File: config.mk
export PLATFORM = sky130hd
export DESIGN_NAME = hdr_cmd_scheduler
export DESIGN_NICKNAME = d
export VERILOG_FILES = /design/src/rtl/hdr_sched_pkg.sv /design/src/rtl/hdr_sync_fifo.sv /design/src/rtl/hdr_cmd_scheduler.sv
export SDC_FILE = /design/constraint.sdc
export NUM_CORES = 1
export LEC_CHECK = 0
export CAP_MARGIN = 10
export CORE_ASPECT_RATIO = 1.1
export CORE_MARGIN = 3
export CORE_UTILIZATION = 57
export CTS_CLUSTER_SIZE = 28
export DETAILED_ROUTE_END_ITERATION = 10
export PLACE_DENSITY_LB_ADDON = 0.2
export SLEW_MARGIN = 15
export SYNTH_ARGS = -nofsm -noshare
export SYNTH_HDL_FRONTEND = slang
export SYNTH_SLANG_ARGS = --single-unit
File: constraint.sdc
create_clock -name i_sys_clk -period 2.97 [get_ports i_sys_clk]
set_input_delay 0.594 -clock i_sys_clk [delete_from_list [all_inputs] [get_ports i_sys_clk]]
set_output_delay 0.594 -clock i_sys_clk [all_outputs]
set_load 0.01 [all_outputs]
File: src/rtl/hdr_sched_pkg.sv
// Shared types and constants for the HDR command scheduler.
// Covers the FSM states, the response status codes and the queue record layouts.
package hdr_sched_pkg;

  typedef enum logic [1:0] {
    ST_IDLE      = 2'd0,
    ST_ACTIVE    = 2'd1,
    ST_EXIT_WAIT = 2'd2
  } state_e;

  typedef enum logic [1:0] {
    RESP_OK      = 2'b00,
    RESP_TIMEOUT = 2'b01,
    RESP_ABORT   = 2'b10
  } status_e;

  localparam logic [2:0] HDR_DDR_MODE = 3'd6;

  typedef struct packed {
    logic [3:0] tid;
    logic       cp;
    logic       toc;
    logic [2:0] mode;
  } cmd_t;

  typedef struct packed {
    logic [3:0] tid;
    status_e    status;
  } resp_t;

  localparam int CMD_W  = $bits(cmd_t);
  localparam int RESP_W = $bits(resp_t);

endpackage

File: src/rtl/hdr_sync_fifo.sv
// First-word-fall-through synchronous FIFO; the head entry is visible on o_rdata
// whenever o_empty is low. DEPTH must be a power of 2.
module hdr_sync_fifo #(
  parameter int WIDTH = 8,
  parameter int DEPTH = 4
) (
  input  logic                   i_clk,
  input  logic                   i_rst,
  input  logic                   i_push,
  input  logic [WIDTH-1:0]       i_wdata,
  input  logic                   i_pop,
  output logic [WIDTH-1:0]       o_rdata,
  output logic                   o_empty,
  output logic [$clog2(DEPTH):0] o_count
);

  localparam int AW = $clog2(DEPTH);

  logic [WIDTH-1:0] mem_q [DEPTH];
  logic [WIDTH-1:0] mem_d [DEPTH];
  logic [AW-1:0]    wr_ptr_q, wr_ptr_d;
  logic [AW-1:0]    rd_ptr_q, rd_ptr_d;
  logic [AW:0]      count_q, count_d;
  logic             full;
  logic             do_push;
  logic             do_pop;

  assign o_empty = (count_q == '0);
  assign full    = (count_q == (AW+1)'(DEPTH));
  assign do_pop  = i_pop && !o_empty;
  // A push into a full FIFO is legal when the head leaves in the same cycle.
  assign do_push = i_push && (!full || do_pop);
  assign o_rdata = mem_q[rd_ptr_q];
  assign o_count = count_q;

  always_comb begin
    mem_d    = mem_q;
    wr_ptr_d = wr_ptr_q;
    rd_ptr_d = rd_ptr_q;
    count_d  = count_q;
    if (do_push) begin
      mem_d[wr_ptr_q] = i_wdata;
      wr_ptr_d        = wr_ptr_q + AW'(1);
    end
    if (do_pop) begin
      rd_ptr_d = rd_ptr_q + AW'(1);
    end
    case ({do_push, do_pop})
      2'b10:   count_d = count_q + (AW+1)'(1);
      2'b01:   count_d = count_q - (AW+1)'(1);
      default: count_d = count_q;
    endcase
  end

  always_ff @(posedge i_clk) begin
    if (i_rst) begin
      wr_ptr_q <= '0;
      rd_ptr_q <= '0;
      count_q  <= '0;
    end else begin
      wr_ptr_q <= wr_ptr_d;
      rd_ptr_q <= rd_ptr_d;
      count_q  <= count_d;
    end
  end

  always_ff @(posedge i_clk) begin
    mem_q <= mem_d;
  end

endmodule

File: src/rtl/hdr_cmd_scheduler.sv
// Issues queued HDR commands to the engine, chains TOC=0 commands back to back,
// and reports each finished command's TID and status through a response queue.
module hdr_cmd_scheduler
  import hdr_sched_pkg::*;
#(
  parameter int DEPTH       = 4,
  parameter int TIMEOUT_CYC = 1024
) (
  input  logic       i_sys_clk,
  input  logic       i_sys_rst,
  input  logic       i_cmd_valid,
  output logic       o_cmd_ready,
  input  logic [3:0] i_cmd_tid,
  input  logic       i_cmd_cp,
  input  logic       i_cmd_toc,
  input  logic [2:0] i_cmd_mode,
  output logic       o_hdrengine_en,
  output logic       o_cp,
  output logic       o_toc,
  output logic [2:0] o_mode,
  input  logic       i_xfer_done,
  input  logic       i_hdrengine_done,
  output logic       o_resp_valid,
  input  logic       i_resp_ready,
  output logic [3:0] o_resp_tid,
  output logic [1:0] o_resp_status,
  output logic       o_busy
);

  localparam int CW    = $clog2(DEPTH) + 1;
  localparam int CNT_W = (TIMEOUT_CYC > 1) ? $clog2(TIMEOUT_CYC) : 1;

  state_e           state_q, state_d;
  cmd_t             active_q, active_d;
  logic             act_v_q, act_v_d;
  logic             en_q, en_d;
  logic             cp_q, cp_d;
  logic             toc_q, toc_d;
  logic [2:0]       mode_q, mode_d;
  logic [CNT_W-1:0] cnt_q, cnt_d;

  cmd_t        cmd_in, cmd_head;
  logic        cmd_push, cmd_pop, cmd_empty;
  logic [CW-1:0] cmd_count;
  resp_t       resp_wdata, resp_head;
  logic        resp_push, resp_pop, resp_empty;
  logic [CW-1:0] resp_count;
  logic [CW:0] outstanding;
  logic        timeout;

  assign cmd_in   = {i_cmd_tid, i_cmd_cp, i_cmd_toc, i_cmd_mode};
  assign cmd_push = i_cmd_valid && o_cmd_ready;
  assign resp_pop = i_resp_ready && !resp_empty;

  // Counting the active command and unread responses keeps the response queue from overflowing.
  assign outstanding = (CW+1)'(cmd_count) + (CW+1)'(resp_count) + (CW+1)'(act_v_q);
  assign o_cmd_ready = (outstanding < (CW+1)'(DEPTH));
  assign timeout     = (cnt_q == CNT_W'(TIMEOUT_CYC - 1));

  hdr_sync_fifo #(.WIDTH(CMD_W), .DEPTH(DEPTH)) u_cmd_q (
    .i_clk   (i_sys_clk),
    .i_rst   (i_sys_rst),
    .i_push  (cmd_push),
    .i_wdata (cmd_in),
    .i_pop   (cmd_pop),
    .o_rdata (cmd_head),
    .o_empty (cmd_empty),
    .o_count (cmd_count)
  );

  hdr_sync_fifo #(.WIDTH(RESP_W), .DEPTH(DEPTH)) u_resp_q (
    .i_clk   (i_sys_clk),
    .i_rst   (i_sys_rst),
    .i_push  (resp_push),
    .i_wdata (resp_wdata),
    .i_pop   (resp_pop),
    .o_rdata (resp_head),
    .o_empty (resp_empty),
    .o_count (resp_count)
  );

  always_comb begin
    state_d    = state_q;
    active_d   = active_q;
    act_v_d    = act_v_q;
    en_d       = en_q;
    cp_d       = cp_q;
    toc_d      = toc_q;
    mode_d     = mode_q;
    cnt_d      = cnt_q;
    cmd_pop    = 1'b0;
    resp_push  = 1'b0;
    resp_wdata = {active_q.tid, RESP_OK};
    case (state_q)
      ST_IDLE: begin
        // A TOC=0 head waits for its successor so the chain target is known before done.
        if (!cmd_empty && (cmd_head.toc || cmd_count >= CW'(2))) begin
          cmd_pop  = 1'b1;
          active_d = cmd_head;
          act_v_d  = 1'b1;
          en_d     = 1'b1;
          cp_d     = cmd_head.cp;
          toc_d    = cmd_head.toc;
          mode_d   = cmd_head.mode;
          cnt_d    = '0;
          state_d  = ST_ACTIVE;
        end
      end
      ST_ACTIVE: begin
        cnt_d = cnt_q + CNT_W'(1);
        if (i_xfer_done) begin
          resp_push = 1'b1;
          if (!active_q.toc && !i_hdrengine_done && !cmd_empty) begin
            cmd_pop  = 1'b1;
            active_d = cmd_head;
            cp_d     = cmd_head.cp;
            toc_d    = cmd_head.toc;
            mode_d   = cmd_head.mode;
            cnt_d    = '0;
          end else begin
            act_v_d = 1'b0;
            if (i_hdrengine_done) begin
              en_d    = 1'b0;
              state_d = ST_IDLE;
            end else begin
              // Also reached by a TOC=0 command with nothing to chain: wait for exit or timeout.
              state_d = ST_EXIT_WAIT;
            end
          end
        end else if (i_hdrengine_done || timeout) begin
          resp_push  = 1'b1;
          resp_wdata = {active_q.tid, i_hdrengine_done ? RESP_ABORT : RESP_TIMEOUT};
          act_v_d    = 1'b0;
          en_d       = 1'b0;
          state_d    = ST_IDLE;
        end else if (!active_q.toc && !cmd_empty) begin
          // The engine samples CP in the done cycle, so present the successor's CP early.
          cp_d = cmd_head.cp;
        end
      end
      ST_EXIT_WAIT: begin
        cnt_d = cnt_q + CNT_W'(1);
        if (i_hdrengine_done || timeout) begin
          en_d    = 1'b0;
          state_d = ST_IDLE;
        end
      end
      default: begin
        en_d    = 1'b0;
        act_v_d = 1'b0;
        state_d = ST_IDLE;
      end
    endcase
  end

  always_ff @(posedge i_sys_clk) begin
    if (i_sys_rst) begin
      state_q <= ST_IDLE;
      act_v_q <= 1'b0;
      en_q    <= 1'b0;
      cp_q    <= 1'b0;
      toc_q   <= 1'b0;
      mode_q  <= 3'd0;
      cnt_q   <= '0;
    end else begin
      state_q <= state_d;
      act_v_q <= act_v_d;
      en_q    <= en_d;
      cp_q    <= cp_d;
      toc_q   <= toc_d;
      mode_q  <= mode_d;
      cnt_q   <= cnt_d;
    end
  end

  always_ff @(posedge i_sys_clk) begin
    active_q <= active_d;
  end

  assign o_hdrengine_en = en_q;
  assign o_cp           = cp_q;
  assign o_toc          = toc_q;
  assign o_mode         = mode_q;
  assign o_busy         = (state_q != ST_IDLE);
  assign o_resp_valid   = !resp_empty;
  assign o_resp_tid     = resp_empty ? 4'd0 : resp_head.tid;
  assign o_resp_status  = resp_empty ? 2'b00 : resp_head.status;

endmodule
==> results of run 1 <==
worst paths after layout:
check                                                       end  slack (ps)  depth (start not counted)
worst max-delay path                                o_cmd_ready         160                          4
worst min-delay path                       act_v_q$_SDFFE_PP0P_         510                          2
worst min register to register             act_v_q$_SDFFE_PP0P_         510                          2
worst max register to register  u_cmd_q.o_count[2]$_SDFFE_PP0P_         340                         10
state kept, by name (all words and copies together) (netlist names):
| register | flops |
|---|---|
| state_q | 2 |
| o_cp | 1 |
| active_q | 5 |
| o_mode | 3 |
| act_v_q | 1 |
| u_resp_q.o_count | 3 |
| u_resp_q.rd_ptr_q | 2 |
| u_cmd_q.rd_ptr_q | 2 |
| cnt_q | 10 |
| o_hdrengine_en | 1 |
| u_cmd_q.o_count | 3 |
| u_resp_q.wr_ptr_q | 2 |
| u_cmd_q.wr_ptr_q | 2 |
| o_toc | 1 |
| u_cmd_q.mem_q | 36 |
| u_resp_q.mem_q | 24 |
layer usage:
| metal | wire length [um] | vias to the layer above |
|---|---|---|
| met5 | 0 | - |
| met4 | 144 | 0 |
| met3 | 238 | 12 |
| met2 | 3740 | 47 |
| met1 | 3500 | 1315 |
| li1 | - | 1334 |
report_power, final:
group          switching [W]  internal (W)  total, W  leakage (nW)
Combinational       0.000866      0.000837   0.00170         0.813
Sequential          0.000177       0.00179   0.00196         0.862
Clock               0.000483      0.000325  0.000809        0.0957
Total                0.00153       0.00295   0.00447          1.77
layout by cell type, fill, tap and decap left out, types with 3 or more instances in the layout:
cell and instances:
sky130_fd_sc_hd__o21ai_1 5, sky130_fd_sc_hd__nor2b_1 3, sky130_fd_sc_hd__dfxtp_1 32, sky130_fd_sc_hd__o21ai_0 5
sky130_fd_sc_hd__inv_1 18, sky130_fd_sc_hd__buf_4 11, sky130_fd_sc_hd__clkinv_4 3, sky130_fd_sc_hd__mux2i_1 11
sky130_fd_sc_hd__nand2_1 19, sky130_fd_sc_hd__nand3_1 12, sky130_fd_sc_hd__a31oi_1 7, sky130_fd_sc_hd__ha_1 18
sky130_fd_sc_hd__xnor2_1 4, sky130_fd_sc_hd__clkbuf_8 9, sky130_fd_sc_hd__mux4_2 15, sky130_fd_sc_hd__or3_1 5
sky130_fd_sc_hd__edfxtp_1 65, sky130_fd_sc_hd__xor2_1 5, sky130_fd_sc_hd__nor2_1 32, sky130_fd_sc_hd__a21oi_1 11
sky130_fd_sc_hd__and2_1 16, sky130_fd_sc_hd__clkdlybuf4s50_1 29, sky130_fd_sc_hd__and3_1 4, sky130_fd_sc_hd__nand2b_1 3
through the flow:
stage	TNS (ps)	utilization (%)
2_1_floorplan	0	-
5_1_grt	0	67.8
6_report	0	67.8
3_5_place_dp	-15.4	65.1
4_1_cts	0	67.6
3_3_place_gp	0	65.1
timing repair:
| action | CTS | global route |
|---|---|---|
| gates resized for setup | 1 | 1 |
| buffers inserted | 0 | 0 |
| setup endpoints to repair | 1 | 1 |
| hold buffers | 0 | 0 |
cells by family after synthesis:
kind of cell	synth area share (%)
buffers and inverters	2.51
AND/OR/NAND/NOR	12.4
AO/OA/AOI/OAI	8.27
adder cells (fa/ha/maj)	5.99
multiplexers	10.1
XOR/XNOR	1.78
flip-flops	59.0
worst max-delay path, cell delays in order, from the launching register on:
cell	delay [ps]
sky130_fd_sc_hd__dfxtp_1	420
sky130_fd_sc_hd__ha_1	260
sky130_fd_sc_hd__a21o_1	200
sky130_fd_sc_hd__a2111oi_4	380
sky130_fd_sc_hd__clkdlybuf4s50_1	600
area by class of cell:
cell class	instances	area, sq um	share of cell area [%]
Sequential cell	98	2610	51.3
Multi-Input combinational cell	211	1720	33.7
Timing Repair Buffer	40	373	7.32
Tap cell	105	131	2.58
Clock buffer	10	128	2.50
Inverter	18	67.6	1.33
Clock inverter	6	62.6	1.23
==> results.env, run 1 <==
TIMING.CRITICAL_PATH.REQUIRED_PS=2380
ANTENNA_CELLS_INSERTED=0
DIEAREA_SQ_UM=8870
WHS_PS=506
POWER.STATIC_LEAKAGE_nW=1.77
CLOCK_SINKS=98
UNREPAIRED_SETUP_ENDPOINTS_AFTER_GLOBAL_ROUTING='false'
DRT-WIRELENGTH-PER-CELL_UM=15.6
SETUP_VIOLS_FINAL=0
CTS.REPORTEDPATHS.CLKPINSLEW_PS=100
FIN_AREA_SQ_UM=5090
FINAL_MAX_SLEW_VIOL_COUNT=0
MAX_CAP_VIOL=0
YOSYS-TOP-CELLS-AREA='sky130_fd_sc_hd__edfxtp_1 44%, sky130_fd_sc_hd__dfxtp_1 15%, sky130_fd_sc_hd__mux4_2 7.6%'
YOSYSTOPAREACELLSHARE_PCT=44.1
VDD.IR_DROP.WORST_mV=0.524
YS_FF_LATCH=98
GRT_START_MAX_NET_PINS=36
YS_DOMINANT_REG_CELL='sky130_fd_sc_hd__edfxtp_1'
FMAX_MHz=356
CRIT_TYPE='flop to output port'
GRT_USE_MET1_PCT=23.5
GRTUSAGEMET3_PCT=3.74
H-TREE-DEPTH=3
HP-START='act_v_q$_SDFFE_PP0P_'
TOTALPOWERFINAL_W=0.00447
SYNTH_AREA_LEADER_CELL='sky130_fd_sc_hd__edfxtp_1'
TIMING.HOLD.WORST.CLASS='flop to flop'
DP_SLACK_PS=-15.4
FIN_HOLD_VIOLS=0
LAYOUT_AREA_OVERHEAD_PCT=15.0
FILLERINSTANCES=568
GLOBAL_ROUTE.USAGE.TOTAL_PCT=18.4
RUN_STATUS='finished, final reports clean'
YOSYSUNIQUECELLTYPES=52
NETLIST_INSTANCES=338
VIAS_PER_CELL=5.55
GRT-BUSIEST-LAYER='met2'
DETAIL-ROUTE-ANTENNA-NETS=0
SYNTH-SEQ-AREA-SHARE_PCT=59.0
WORSTSETUPENDPOINTTYPE='output port'
START_UTIL_PCT=59.0
PLACEMENT_ROWS=33
MAXIMUM_FANOUT_COUNT_ALONG_THE_CRITICAL_PATH=5
POST-ROUTE-PERIOD-UTIL_PCT=94.7
GRT_ANTENNA_BEFORE_REPAIR=0
PLACE.GP.CONGESTION=0.852
WORSTSETUPSTARTPOINT='u_resp_q.o_count[0]$_SDFFE_PP0P_'
POST_SYNTH_INSTANCE_AREA_SQ_UM=4430
CTS-BUFFERS-INSERTED=9
CLK_LATENCY_PS=360
FINALWORSTSETUPSLACK_PS=158
FINAL_PERIOD_MINUS_WORST_SETUP_SLACK_PS=2810
SYNTH.NET_COUNT=373
DESIGN.PORTCOUNT=30
NNETSFINAL=413
DRT_FIRST_ITER_VIOLATIONS=100
CHIPHEIGHT_UM=98.5
DETAILEDPLACEMENTHPWL_UM=5340
CLOCK-SKEW-FINAL_PS=11.3
SYNTH_COMMON_CELLS='65 x sky130_fd_sc_hd__edfxtp_1, 33 x sky130_fd_sc_hd__dfxtp_1, 32 x sky130_fd_sc_hd__nor2_1'
WORST_SLEW_PIN_TRAN_PS=484
DRTPASS1ITERATIONS=4
PLACEMENT.IO_BUFFERS=29
PLACE.DETAILED.INSTANCES=472
CHIPWIDTH_UM=90.1
SYNTH_ENABLE_FLOP_CELLS=65
DRIVE_ABOVE_1_SHARE_PCT=13.3
TIMING.RR.START='state_q[0]$_SDFFE_PP0P_'
FINAL-INSTANCE-COUNT-EXCL-FILL=488
POWERDENSITY_nW_PER_UM2=878
ASYNC_RESET_FF_SHARE_PCT=0
CELL_AREA_PLACED_SQ_UM=4890
GLOBALROUTEMET2UTIL_PCT=31.1
TRITONCTS='done'
STARTPOINT_TYPE='flop'
VIAS=2708
YOSYS_WARNINGS=0
CLOCK_TREE.BUFFER_DEPTH=2
GRT_REMAINING_OVERFLOW=0
GRT_PASS1_WL_UM=12800
ENDPOINT_ARRIVAL_TIME_ON_THE_CRITICAL_PATH_PS=2220
VIAS_IN_THE_FIRST_GLOBAL_ROUTE=2658
DRC=0
POST-SYNTH-TOP-COUNT-CELL='sky130_fd_sc_hd__edfxtp_1'
FP.COREAREA_SQ_UM=7510
TIMING.MAX_SLEW.REL_SLACK_PCT=67.5
FINALWIRELENGTH_UM=7630
CTSROOTBUFFERMASTER='sky130_fd_sc_hd__clkbuf_8'
SYN_AREA_PER_CELL_SQ_UM=13.1
Note: power is estimated with default switching activity, not from simulation.
==> inputs of run 2 (changes only) <==
Settings changed: REMOVE_ABC_BUFFERS set to 1.
Clock period 2.97 ns to 3.5 ns, I/O delays scaled along.
==> results.env, run 2 (synthesis gave the netlist of run 1 again) <==
CPMAXSTAGEDELAYCELL='sky130_fd_sc_hd__clkdlybuf4s50_1'  # unchanged
WORSTSETUPENDPOINTTYPE='output port'  # unchanged
UNREPAIRED_SETUP_ENDPOINTS_AFTER_GLOBAL_ROUTING='false'  # unchanged
DETAIL-ROUTE-ANTENNA-NETS=0  # unchanged
COMMONEST_NON_FILL_NON_TAP_CELL_IN_THE_LAYOUT='sky130_fd_sc_hd__edfxtp_1'  # unchanged
DIEAREA_SQ_UM=8870  # unchanged
FINALWIRELENGTH_UM=7700  # was 7630 um
LARGEST_REGISTER_FFS=36  # unchanged
VDD.IR_DROP.WORST_mV=0.377  # was 0.524 mV
LARGEST_DELAY_SHARE_FAMILY_WORST_PATH='compound AO/OA/AOI/OAI gates'  # was buffers and inverters
FINAL_CORE_UTIL_PCT=67.2  # was 67.8%
POWERDENSITY_nW_PER_UM2=752  # was 878 nW/um^2
DRT_FIRST_ITER_VIOLATIONS=156  # was 100
VIAS_IN_THE_FIRST_GLOBAL_ROUTE=2743  # was 2658
POST-ROUTE-PERIOD-UTIL_PCT=89.3
CTS-BUFFERS-INSERTED=9  # unchanged
H-TREE-DEPTH=3  # unchanged
CLOCK_TREE.BUFFER_DEPTH=2  # unchanged
DETAILEDPLACEMENTHPWL_UM=5290  # was 5340 um
FIN_HOLD_VIOLS=0  # unchanged
CTS.REPORTEDPATHS.CLKPINSLEW_PS=100  # about the same
TIMING.MAX_SLEW.REL_SLACK_PCT=41.7  # was 67.5%
CLK_LATENCY_PS=360  # about the same
CLOCK_SINKS=98  # unchanged
VIAS=2734  # was 2708
FMAX_MHz=320
POST_CTS.REPAIR.SETUP_BUFFERS=0  # unchanged
GRT_PASS1_WL_UM=13100  # was 12800 um
CRIT_TYPE='flop to output port'  # unchanged
CTS_RESIZED=0  # was 1
DRT-WIRELENGTH-PER-CELL_UM=16.0  # was 15.6 um
RUN_STATUS='finished, final reports clean'  # unchanged
PLACEMENT_ROWS=33  # unchanged
ANTENNA_CELLS_INSERTED=0  # unchanged
PLACEMENT.IO_BUFFERS=29  # unchanged
NNETSFINAL=407  # was 413
FINAL_MAX_SLEW_VIOL_COUNT=0  # unchanged
PLACE.DETAILED.INSTANCES=466  # was 472
DRIVE_ABOVE_1_SHARE_PCT=11.7  # was 13.3%
CHIPWIDTH_UM=90.1  # unchanged
VIAS_PER_CELL=5.67  # was 5.55
CLOCK-SKEW-FINAL_PS=13.9  # was 11.3 ps
GRT_REMAINING_OVERFLOW=0  # unchanged
POWER.STATIC_LEAKAGE_nW=1.74  # was 1.77 nW
TRITONCTS='done'  # unchanged
START_UTIL_PCT=59.0  # unchanged
FINAL-INSTANCE-COUNT-EXCL-FILL=482  # was 488
LAYOUT_AREA_OVERHEAD_PCT=14.0  # was 15.0%
SLOWEST_DELAY_PS=620  # was 600 ps
FP.COREAREA_SQ_UM=7510  # unchanged
CRITICAL_PATH.CELL_CHAIN='ha_1 -> a21o_1 -> a2111oi_2 -> clkdlybuf4s50_1'  # was ha_1 -> a21o_1 -> a2111oi_4 -> clkdlybuf4s50_1
DESIGN.PORTCOUNT=30  # unchanged
STARTPOINT_TYPE='flop'  # unchanged
GRT_ANTENNA_BEFORE_REPAIR=0  # unchanged
FILLERINSTANCES=572  # was 568
MAXIMUM_FANOUT_COUNT_ALONG_THE_CRITICAL_PATH=7  # was 5
GRT_START_MAX_NET_PINS=36  # unchanged
REGISTERS.TOP_BY_FF_COUNT='u_cmd_q.mem_q'  # unchanged
REG_TOP3='u_cmd_q.mem_q: 36 flops, u_resp_q.mem_q: 24 flops, cnt_q: 10 flops'  # unchanged
CHIPHEIGHT_UM=98.5  # unchanged
TIMING.HOLD.WORST.CLASS='flop to flop'  # unchanged
DRTPASS1ITERATIONS=4  # unchanged
MAX_CAP_VIOL=0  # unchanged
CTSROOTBUFFERMASTER='sky130_fd_sc_hd__clkbuf_8'  # unchanged
WORST_SLEW_PIN_TRAN_PS=850  # was 484 ps
GLOBAL_ROUTE.USAGE.TOTAL_PCT=18.7  # was 18.4%
FIN_AREA_SQ_UM=5050  # was 5090 sq um
DRC=0  # unchanged
CRITICAL_PATH_BUF_INV_COUNT=1  # unchanged
ENDPOINT_ARRIVAL_TIME_ON_THE_CRITICAL_PATH_PS=2420  # was 2220 ps
PLACE.GP.CONGESTION=0.852  # about the same
POST_CTS_HOLD_BUFFER_COUNT=0  # unchanged
TIMING.CRITICAL_PATH.REQUIRED_PS=2800  # was 2380 ps
FINAL_PERIOD_MINUS_WORST_SETUP_SLACK_PS=3120
SETUP_VIOLS_FINAL=0  # unchanged
FIN_TNS_SETUP_PS=0  # unchanged
LAYOUT_COMMON_CELLS='65 x sky130_fd_sc_hd__edfxtp_1, 33 x sky130_fd_sc_hd__dfxtp_1, 32 x sky130_fd_sc_hd__nor2_1, 29 x sky130_fd_sc_hd__clkdlybuf4s50_1, 19 x sky130_fd_sc_hd__nand2_1'  # was 65 x sky130_fd_sc_hd__edfxtp_1, 32 x sky130_fd_sc_hd__nor2_1, 32 x sky130_fd_sc_hd__dfxtp_1, 29 x sky130_fd_sc_hd__clkdlybuf4s50_1, 19 x sky130_fd_sc_hd__nand2_1
CELL_AREA_PLACED_SQ_UM=4850  # was 4890 sq um
==> run 2: cell types whose count changed in the layout (fill, tap and decap cells not counted), sizes merged <==
cell / change
buf: -6
clkinv: -4
inv: +2
bufinv: +1
clkinvlp: +1
==> run 2: worst paths after layout <==
path	startpoint	end	slack [ps]	cells after the start
setup reg to reg	u_cmd_q.o_count[0]$_SDFFE_PP0P_	u_cmd_q.o_count[2]$_SDFFE_PP0P_	590	11
setup / recovery	u_cmd_q.o_count[0]$_SDFFE_PP0P_	o_cmd_ready	380	4
hold / removal	act_v_q$_SDFFE_PP0P_	act_v_q$_SDFFE_PP0P_	490	2
hold reg to reg	act_v_q$_SDFFE_PP0P_	act_v_q$_SDFFE_PP0P_	490	2
==> run 2: metal layers <==
metal,GRT usage (%),vias up,routed length (um)
li1,-,1323,-
met2,31.6,49,3880
met3,3.66,7,263
met4,6.12,0,85
met5,0,-,0
met1,24.8,1355,3470
==> run 2: report_power, final <==
part	total [W]	switching [W]	internal, W	leakage (nW)
sequential	0.00167	0.000153	0.00152	0.861
clock	0.000755	0.000409	0.000346	0.101
combinational	0.00138	0.000727	0.000648	0.781
==> run 2: cell type report <==
| class | count | area [sq um] | share of cell area, % |
|---|---|---|---|
| Inverter | 18 | 67.6 | 1.34 |
| Clock inverter | 6 | 77.6 | 1.54 |
| Clock buffer | 10 | 128 | 2.53 |
| Tap cell | 105 | 131 | 2.60 |
| Sequential cell | 98 | 2610 | 51.7 |
| Multi-Input combinational cell | 211 | 1710 | 33.8 |
| Timing Repair Buffer | 34 | 328 | 6.49 |
==> run 2: metrics by stage <==
step	hold WS (ps)	setup slack (ps)	power [W]
after floorplan	449	818	0.00262
after global placement	466	363	0.00303
after detailed placement	471	273	0.00308
after CTS	491	339	0.00383
after global routing	511	240	0.00404
final	487	376	0.00380
==> run 2: worst reg2reg max path, cell delays in order (launching register included) <==
cell and delay, ps:
sky130_fd_sc_hd__dfxtp_1 510, sky130_fd_sc_hd__ha_1 290, sky130_fd_sc_hd__a21o_1 190, sky130_fd_sc_hd__a2111oi_2 460, sky130_fd_sc_hd__o211a_1 360, sky130_fd_sc_hd__inv_1 70, sky130_fd_sc_hd__ha_1 200, sky130_fd_sc_hd__inv_1 70
sky130_fd_sc_hd__fa_1 170, sky130_fd_sc_hd__xor2_1 70, sky130_fd_sc_hd__or3_1 310, sky130_fd_sc_hd__a21oi_1 140
